## src/rtl/mc_controller_pkg.sv

```systemverilog
// mc_pkg: state encoding, opcode and aluop constants shared by the multicycle controller.
package mc_pkg;
    typedef enum logic [3:0] {
        FETCH  = 4'd0,
        DECODE = 4'd1,
        MEMADR = 4'd2,
        MEMRD  = 4'd3,
        MEMWB  = 4'd4,
        MEMWR  = 4'd5,
        EXEC   = 4'd6,
        ALUWB  = 4'd7,
        BRANCH = 4'd8,
        ADDIEX = 4'd9,
        ADDIWB = 4'd10,
        JUMP   = 4'd11
    } state_t;
    localparam logic [5:0] OP_RTYPE  = 6'b000000;
    localparam logic [5:0] OP_LW     = 6'b100011;
    localparam logic [5:0] OP_SW     = 6'b101011;
    localparam logic [5:0] OP_BEQ    = 6'b000100;
    localparam logic [5:0] OP_BNE    = 6'b000101;
    localparam logic [5:0] OP_ADDI   = 6'b001000;
    localparam logic [5:0] OP_J      = 6'b000010;
    localparam logic [5:0] ALUOP_ADD = 6'b100000;
    localparam logic [5:0] ALUOP_SUB = 6'b100010;
endpackage

```

## src/rtl/mc_controller_if.sv

```systemverilog
// mc_controller_if: instruction/status inputs and datapath control outputs of the controller.
interface mc_controller_if #(
    parameter int OP_W    = 6,
    parameter int ALUOP_W = 6
) ();
    logic [OP_W-1:0]    opcode;
    logic [OP_W-1:0]    funct;
    logic               zero;
    logic               mem_ready;
    logic               iord;
    logic               memwrite;
    logic               irwrite;
    logic               regdst;
    logic               memtoreg;
    logic               regwrite;
    logic               alusrca;
    logic [1:0]         alusrcb;
    logic [1:0]         pcsrc;
    logic               pc_en;
    logic [ALUOP_W-1:0] aluop;
    logic               illegal_op;
    logic [3:0]         state_dbg;
    modport master (
        input  opcode, funct, zero, mem_ready,
        output iord, memwrite, irwrite, regdst, memtoreg, regwrite, alusrca,
               alusrcb, pcsrc, pc_en, aluop, illegal_op, state_dbg
    );
    modport slave (
        output opcode, funct, zero, mem_ready,
        input  iord, memwrite, irwrite, regdst, memtoreg, regwrite, alusrca,
               alusrcb, pcsrc, pc_en, aluop, illegal_op, state_dbg
    );
endinterface

```

## src/rtl/mc_controller.sv

```systemverilog
// mc_controller: multicycle main control FSM driving datapath enables and aluop.
// Optional bne support is enabled by defining MC_CONTROLLER_BNE_EN.
module mc_controller
    import mc_pkg::*;
(
    input  logic             clk,
    input  logic             reset_n,
    mc_controller_if.master  bus
);
    state_t state_q, state_d;

    always_ff @(posedge clk or negedge reset_n) begin
        if (!reset_n) state_q <= FETCH;
        else          state_q <= state_d;
    end

    always_comb begin
        state_d        = FETCH;
        bus.iord       = 1'b0;
        bus.memwrite   = 1'b0;
        bus.irwrite    = 1'b0;
        bus.regdst     = 1'b0;
        bus.memtoreg   = 1'b0;
        bus.regwrite   = 1'b0;
        bus.alusrca    = 1'b0;
        bus.alusrcb    = 2'b00;
        bus.pcsrc      = 2'b00;
        bus.pc_en      = 1'b0;
        bus.aluop      = ALUOP_ADD;
        bus.illegal_op = 1'b0;
        bus.state_dbg  = state_q;
        case (state_q)
            FETCH: begin
                bus.alusrcb = 2'b01;
                bus.irwrite = bus.mem_ready;
                bus.pc_en   = bus.mem_ready;
                state_d     = bus.mem_ready ? DECODE : FETCH;
            end
            DECODE: begin
                bus.alusrcb = 2'b11;
                case (bus.opcode)
                    OP_LW, OP_SW: state_d = MEMADR;
                    OP_RTYPE:     state_d = EXEC;
`ifdef MC_CONTROLLER_BNE_EN
                    OP_BEQ, OP_BNE: state_d = BRANCH;
`else
                    OP_BEQ:       state_d = BRANCH;
`endif
                    OP_ADDI:      state_d = ADDIEX;
                    OP_J:         state_d = JUMP;
                    default:      bus.illegal_op = 1'b1;
                endcase
            end
            MEMADR: begin
                bus.alusrca = 1'b1;
                bus.alusrcb = 2'b10;
                state_d     = (bus.opcode == OP_SW) ? MEMWR : MEMRD;
            end
            MEMRD: begin
                bus.iord = 1'b1;
                state_d  = bus.mem_ready ? MEMWB : MEMRD;
            end
            MEMWB: begin
                bus.memtoreg = 1'b1;
                bus.regwrite = 1'b1;
            end
            MEMWR: begin
                bus.iord     = 1'b1;
                bus.memwrite = 1'b1;
                state_d      = bus.mem_ready ? FETCH : MEMWR;
            end
            EXEC: begin
                bus.alusrca = 1'b1;
                bus.aluop   = bus.funct;
                state_d     = ALUWB;
            end
            ALUWB: begin
                bus.regdst   = 1'b1;
                bus.regwrite = 1'b1;
            end
            BRANCH: begin
                bus.alusrca = 1'b1;
                bus.aluop   = ALUOP_SUB;
                bus.pcsrc   = 2'b01;
`ifdef MC_CONTROLLER_BNE_EN
                bus.pc_en   = (bus.opcode == OP_BNE) ? ~bus.zero : bus.zero;
`else
                bus.pc_en   = bus.zero;
`endif
            end
            ADDIEX: begin
                bus.alusrca = 1'b1;
                bus.alusrcb = 2'b10;
                state_d     = ADDIWB;
            end
            ADDIWB: bus.regwrite = 1'b1;
            JUMP: begin
                bus.pcsrc = 2'b10;
                bus.pc_en = 1'b1;
            end
            default: state_d = FETCH;
        endcase
        // Outputs are forced quiet for as long as reset is held, including aluop.
        if (!reset_n) begin
            bus.irwrite = 1'b0;
            bus.pc_en   = 1'b0;
            bus.alusrcb = 2'b00;
            bus.aluop   = '0;
        end
    end
endmodule

```

## src/flat_wrapper.sv

```systemverilog
// flat-port wrapper written by rule: the top's interface ports become plain ports
module mc_controller_flat import mc_pkg::*;
  (clk, reset_n, bus_opcode, bus_funct, bus_zero, bus_mem_ready, bus_iord, bus_memwrite, bus_irwrite, bus_regdst, bus_memtoreg, bus_regwrite, bus_alusrca, bus_alusrcb, bus_pcsrc, bus_pc_en, bus_aluop, bus_illegal_op, bus_state_dbg);
  mc_controller_if bus_i ();
  input  logic clk;
  input  logic reset_n;
  input wire logic [$bits(bus_i.opcode)-1:0] bus_opcode;
  input wire logic [$bits(bus_i.funct)-1:0] bus_funct;
  input wire logic [$bits(bus_i.zero)-1:0] bus_zero;
  input wire logic [$bits(bus_i.mem_ready)-1:0] bus_mem_ready;
  output wire logic [$bits(bus_i.iord)-1:0] bus_iord;
  output wire logic [$bits(bus_i.memwrite)-1:0] bus_memwrite;
  output wire logic [$bits(bus_i.irwrite)-1:0] bus_irwrite;
  output wire logic [$bits(bus_i.regdst)-1:0] bus_regdst;
  output wire logic [$bits(bus_i.memtoreg)-1:0] bus_memtoreg;
  output wire logic [$bits(bus_i.regwrite)-1:0] bus_regwrite;
  output wire logic [$bits(bus_i.alusrca)-1:0] bus_alusrca;
  output wire logic [$bits(bus_i.alusrcb)-1:0] bus_alusrcb;
  output wire logic [$bits(bus_i.pcsrc)-1:0] bus_pcsrc;
  output wire logic [$bits(bus_i.pc_en)-1:0] bus_pc_en;
  output wire logic [$bits(bus_i.aluop)-1:0] bus_aluop;
  output wire logic [$bits(bus_i.illegal_op)-1:0] bus_illegal_op;
  output wire logic [$bits(bus_i.state_dbg)-1:0] bus_state_dbg;
  assign bus_i.opcode = bus_opcode;
  assign bus_i.funct = bus_funct;
  assign bus_i.zero = bus_zero;
  assign bus_i.mem_ready = bus_mem_ready;
  assign bus_iord = bus_i.iord;
  assign bus_memwrite = bus_i.memwrite;
  assign bus_irwrite = bus_i.irwrite;
  assign bus_regdst = bus_i.regdst;
  assign bus_memtoreg = bus_i.memtoreg;
  assign bus_regwrite = bus_i.regwrite;
  assign bus_alusrca = bus_i.alusrca;
  assign bus_alusrcb = bus_i.alusrcb;
  assign bus_pcsrc = bus_i.pcsrc;
  assign bus_pc_en = bus_i.pc_en;
  assign bus_aluop = bus_i.aluop;
  assign bus_illegal_op = bus_i.illegal_op;
  assign bus_state_dbg = bus_i.state_dbg;
  mc_controller u_core (.clk(clk), .reset_n(reset_n), .bus(bus_i));
endmodule
```

## config.mk

```make
export PLATFORM = sky130hd
export DESIGN_NAME = mc_controller_flat
export DESIGN_NICKNAME = d
export VERILOG_FILES = /design/src/rtl/mc_controller_pkg.sv /design/src/rtl/mc_controller_if.sv /design/src/rtl/mc_controller.sv /design/src/flat_wrapper.sv
export SDC_FILE = /design/constraint.sdc
export NUM_CORES = 1
export LEC_CHECK = 0
export ABC_AREA = 1
export CORE_AREA = 8 8 51 53
export CTS_BUF_LIST = sky130_fd_sc_hd__clkbuf_8 sky130_fd_sc_hd__clkbuf_16
export DETAILED_ROUTE_END_ITERATION = 10
export DIE_AREA = 0 0 59 61
export PLACE_DENSITY = 0.74
export SLEW_MARGIN = 40
export SYNTH_ARGS = -nofsm -noshare
export SYNTH_HDL_FRONTEND = slang
export SYNTH_SLANG_ARGS = --single-unit
```

## constraint.sdc

```tcl
create_clock -name clk -period 1.3 [get_ports clk]
set_input_delay 0.13 -clock clk [delete_from_list [all_inputs] [get_ports clk]]
set_output_delay 0.13 -clock clk [all_outputs]
set_load 0.03 [all_outputs]
```

; Yosys cells after proc, flatten, opt, wreduce, memory -nomap -nowiden
; Cells that the tools add are included.
; Widths: inputs -> output; s select.
[classes]
mux = 23
reduce_logical = 8
n_eq_ne = 16
[op_table]
columns = op, n
row1 = $pmux 4 s7, 1
row2 = $pmux 4 s5, 1
row3 = $eq 4x3->1 const B, 4
row4 = $eq 4x4->1 const B, 4
row5 = $eq 6x6->1 const B, 2
row6 = $mux 1, 12
row7 = $pmux 6 s2, 1
row8 = $mux 3, 3
row9 = $eq 4x2->1 const B, 2
row10 = $eq 6x2->1 const B, 1
row11 = $eq 6x3->1 const B, 1
row12 = $eq 6x4->1 const B, 1
row13 = $logic_not 6->1, 1
row14 = $mux 6, 1
row15 = $pmux 2 s3, 1
row16 = $reduce_or 2->1, 3
row17 = $reduce_or 6->1, 1
row18 = $eq 4x1->1 const B, 1
row19 = $logic_not 4->1, 1
row20 = $pmux 2 s2, 1
row21 = $reduce_or 4->1, 1
row22 = $pmux 1 s3, 1
row23 = $reduce_or 3->1, 1
row24 = $mux 2, 1
[totals]
reg_bits = 4
output_inout_bits = 23
input_bits = 16
elab_cells = 48

; Logic depth before layout (Yosys ltp)
[logic_depth]
ltp_word = 4
depth_mapped = 6
mapped_depth_nobuf = 6

; Least setup slack after synthesis
; OpenSTA, ideal clock, no wires.
[synth_path]
kind = reg-to-output
startpoint = reg u_core.state_q[2] (netlist: u_core.bus.state_dbg[2])
endpoint = out bus_regwrite
required_time_ps = 1170
stages_incl_launch_ff = 5
path_slack_ps = -649
t_arrival_ps = 1819
cell_sequence = dfrtp_1 -> inv_1 -> nor3_1 -> nor2_1 -> nand2_1
[synth_between]
elab_chain_len = 3
[synth_rtl]
columns = element, line_no
row1 = from (decl), mc_controller.sv:10  ; state_t state_q, state_d;
row2 = from (signal assigned), mc_controller.sv:14  ; else state_q <= state_d;
row3 = $eq 4x3->1 / $eq 4x4->1 (equally long branches), mc_controller.sv:32  ; case (state_q)
row4 = $reduce_or 3->1 (no line) (*), n/a
row5 = $mux 1 (*), mc_controller.sv:32
row6 = to (decl), flat_wrapper.sv:16  ; output wire logic [$bits(bus_i.regwrite)-1:0] bus_regwrite;
; Every way passes the cells marked *; elsewhere a longest branch is shown, timed or not.

; Final worst setup path
[layout_path]
startpoint = reg u_core.state_q[1] (netlist: u_core.bus.state_dbg[1])
endpoint = out bus_aluop[0]
[layout_between]
elab_chain_len = 3
[layout_rtl]
columns = element, line_no
row1 = $eq 4x4->1 / $eq 4x3->1 (equally long branches), mc_controller.sv:32
row2 = $pmux 6 s2 (*), mc_controller.sv:32
row3 = $mux 6 (*), mc_controller.sv:104  ; if (!reset_n) begin
row4 = to (decl), flat_wrapper.sv:21  ; output wire logic [$bits(bus_i.aluop)-1:0] bus_aluop;
; Marks and branches as above.

==> out/results.tsv <==
stage	metric	value	unit
outcome	outcome	finished, violations left	
outcome	violated checks	setup timing	
setup_path	crit start category	flop	
power	Leak Pwr	0.813	nW
drt	DRT iter0 DRCs	16	
timing	RSZ-0062 raised after global routing	true	
timing	minimum clock period	1.55	ns
grt	first-pass GRT wire length	3.71	mm
timing	final setup vio count	18	
yosys	Synth Area in Compound Gates	1.91	%
yosys	largest family of logic cells by synthesized area	simple AND/OR/NAND/NOR gates	
setup_path	Crit. End Element	output port	
cts	CTS Hold Bufs	0	
layout	area delta synth->final	145	%
flow_run	Max-Cap Viols	0	
floorplan	Die Height	61	µm
cts	H-tree levels	1	
grt	largest net degree at the start of global routing	8	
yosys	post-synth cell types	13	
yosys	Synth Register Bits	4	
yosys	xor/xnor cell area share of the yosys netlist	0	%
timing	hold slack	0.429	ns
drt	M1 wire length	1.00	mm
cts	worst skew pair latency	0.22	ns
floorplan	Core ar.	1840	µm²
floorplan	Horiz. Die Dim	59	µm
floorplan	Die Area	3600	µm²
drt	DR DRC count	0	
setup_path	Worst EP required	1.17	ns
yosys	post-synth net total	130	
drt	via count	943	
grt	vias in the first global route	902	
layout	max reg flops	4	
yosys	synth top area cells	nand2_1, dfrtp_1, nor2_1	
yosys	synth warn	0	
layout	antenna cell count	0	
drt	WL met3	107	µm
timing	clock skew	0.00842	ns
place	HPWL reported at the end of detailed placement	1.89	mm
timing	fin crit share	119	%
worst_hold_path	HP Class	primary input to asynchronous set/reset pin	
layout	fillers	127	
yosys	Avg Cell Area, Syn	5.17	µm²
timing	Worst slew margin	79.8	%
yosys	adder-cell area share of the yosys netlist	0	%
floorplan	Ports	39	
yosys	Yosys top cell by area	nand2_1	
cts	CTS Buf Count	3	
setup_path	crit path kind	flop to output port	
yosys	Cells after Synth	114	
drt	Detail Route Antenna Nets	0	
layout	Core Util, Final	78.4	%
drt	DR WL/cell	12.9	µm
setup_path	endpoint arrival time on the critical path	1.42	ns
place	PortBufs	38	
floorplan	Site Rows	16	
timing	final hold violation count	0	
yosys	Synth Area in Simple Gates	63.9	%
power	P per Cell Area	1290	nW/µm²
power	worst ir drop on vdd	0.00110	V
layout	nets@finish	199	
cts	CTS Root Cell	clkbuf_8	
cts	TritonCTS clock tree	done	
timing	Tightest Pin Transition	0.302	ns
timing	fmax	645	MHz
floorplan	Starting Density	32.0	%
drt	First-pass DRT Iterations	4	
cts	Reg clk slew, reported paths	0.04	ns
place	GPL Wtd Cong	0.845	
timing	Sum Neg Setup Slack	-2.99	ns
cts	# clock sinks	4	
power	Tot Pwr	1.87	mW
yosys	Netlist Area Pre-Place	589	µm²
yosys	Seq/Total Area, Yosys	17.0	%
setup_path	peak fanout along the critical path	5	
grt	total gr overflow	0	
layout	share of cells above drive strength 1	54.1	%
drt	mean number of vias per cell	4.53	
drt	top sig layer	met3	
drt	WL met2	1.58	mm
drt	routed wire length	2.69	mm
yosys	post-synth top area share	18.5	%
grt	GR Util All Layers	13.0	%
cts	CTS Buffer Depth	2	
timing	fin worst setup slack	-0.249	ns
grt	initial antenna violation count	0	
yosys	post-synthesis mux area share	0	%
timing	max-slew violations	0	
-- path summary, 6_finish.rpt --
check	start	slack, ns	cells after the start	endpoint
setup / recovery	u_core.bus.state_dbg[1]	-0.25	7	bus_aluop[0]
hold / removal	reset_n	0.43	3	u_core.bus.state_dbg[0]
setup reg to reg	u_core.bus.state_dbg[1]	0	8	u_core.bus.state_dbg[2]
hold reg to reg	u_core.bus.state_dbg[3]	0.77	5	u_core.bus.state_dbg[0]
max in group asynchronous	reset_n	0.75	3	u_core.bus.state_dbg[3]
min in group clk	bus_opcode[1]	0.72	7	u_core.bus.state_dbg[0]
-- area by class of cell --
cell class / instances / area [µm²] / area share [%]
Clock buffer: 3 / 41.3 / 2.86
Multi-Input combinational cell: 83 / 564 / 39.1
Sequential cell: 4 / 105 / 7.28
Timing Repair Buffer: 64 / 596 / 41.2
Inverter: 27 / 104 / 7.19
Tap cell: 27 / 33.8 / 2.34
-- critical path, cell delays in order (launching register included) --
cell	delay, ns
dfrtp_2	0.45
inv_2	0.07
nor2_4	0.17
nand2_4	0.10
inv_4	0.08
nand2_4	0.09
nor2_4	0.10
buf_6	0.13
-- cell usage after synthesis --
cell and instances:
nor3_1 2, o21ai_0 1, a31oi_1 1, inv_1 23, nor2_1 25, nand3b_1 1, nand3_1 15, nand2_2 3
nor2_2 1, nand2_1 29, dfrtp_1 4, nor2_4 5, inv_2 4
-- placed cells by master (no fill, tap or decap), drive strengths merged, types with 2 or more instances in the layout --
| cell | n |
|---|---|
| inv | 27 |
| nand3 | 15 |
| nand2 | 32 |
| buf | 47 |
| nor2 | 31 |
| dfrtp | 4 |
| clkdlybuf4s50 | 15 |
| dlygate4sd2 | 2 |
| clkbuf | 3 |
| nor3 | 2 |
-- layer usage --
metal	vias up	global-route usage [%]
met4	0	5.46
li1	475	-
met1	443	12.8
met5	-	0
met3	0	2.54
met2	25	25.7
-- per-stage QoR --
| step | worst slack [ns] | cell area, µm² | std cells |
|---|---|---|---|
| floorplan | -0.0986 | 689 | 114 |
| global placement | -0.0795 | 1160 | 194 |
| detailed placement | -0.171 | 1160 | 194 |
| CTS | -0.192 | 1360 | 202 |
| global route | -0.344 | 1440 | 208 |
| finish | -0.249 | 1440 | 208 |
-- kinds of logic (layout without fill, tap and decap cells) --
family / Yosys count / after routing
AOI/OAI and AO/OA: 2 / 2
DFF: 4 / 4
and+or+nand+nor: 81 / 81
buffers and inverters: 27 / 94
-- power breakdown --
part	switching [mW]	internal, mW	leakage, nW
clock network	0.0617	0.197	0.0216
logic	0.746	0.626	0.744
registers	0.0758	0.162	0.0477
-- timing repair --
item                                    CTS  global route
buffers inserted                          5             6
endpoints found under the setup margin   18            19
pin swaps                                11             9
gates resized for setup                  36            12
Power figures use the tool's default switching activity.
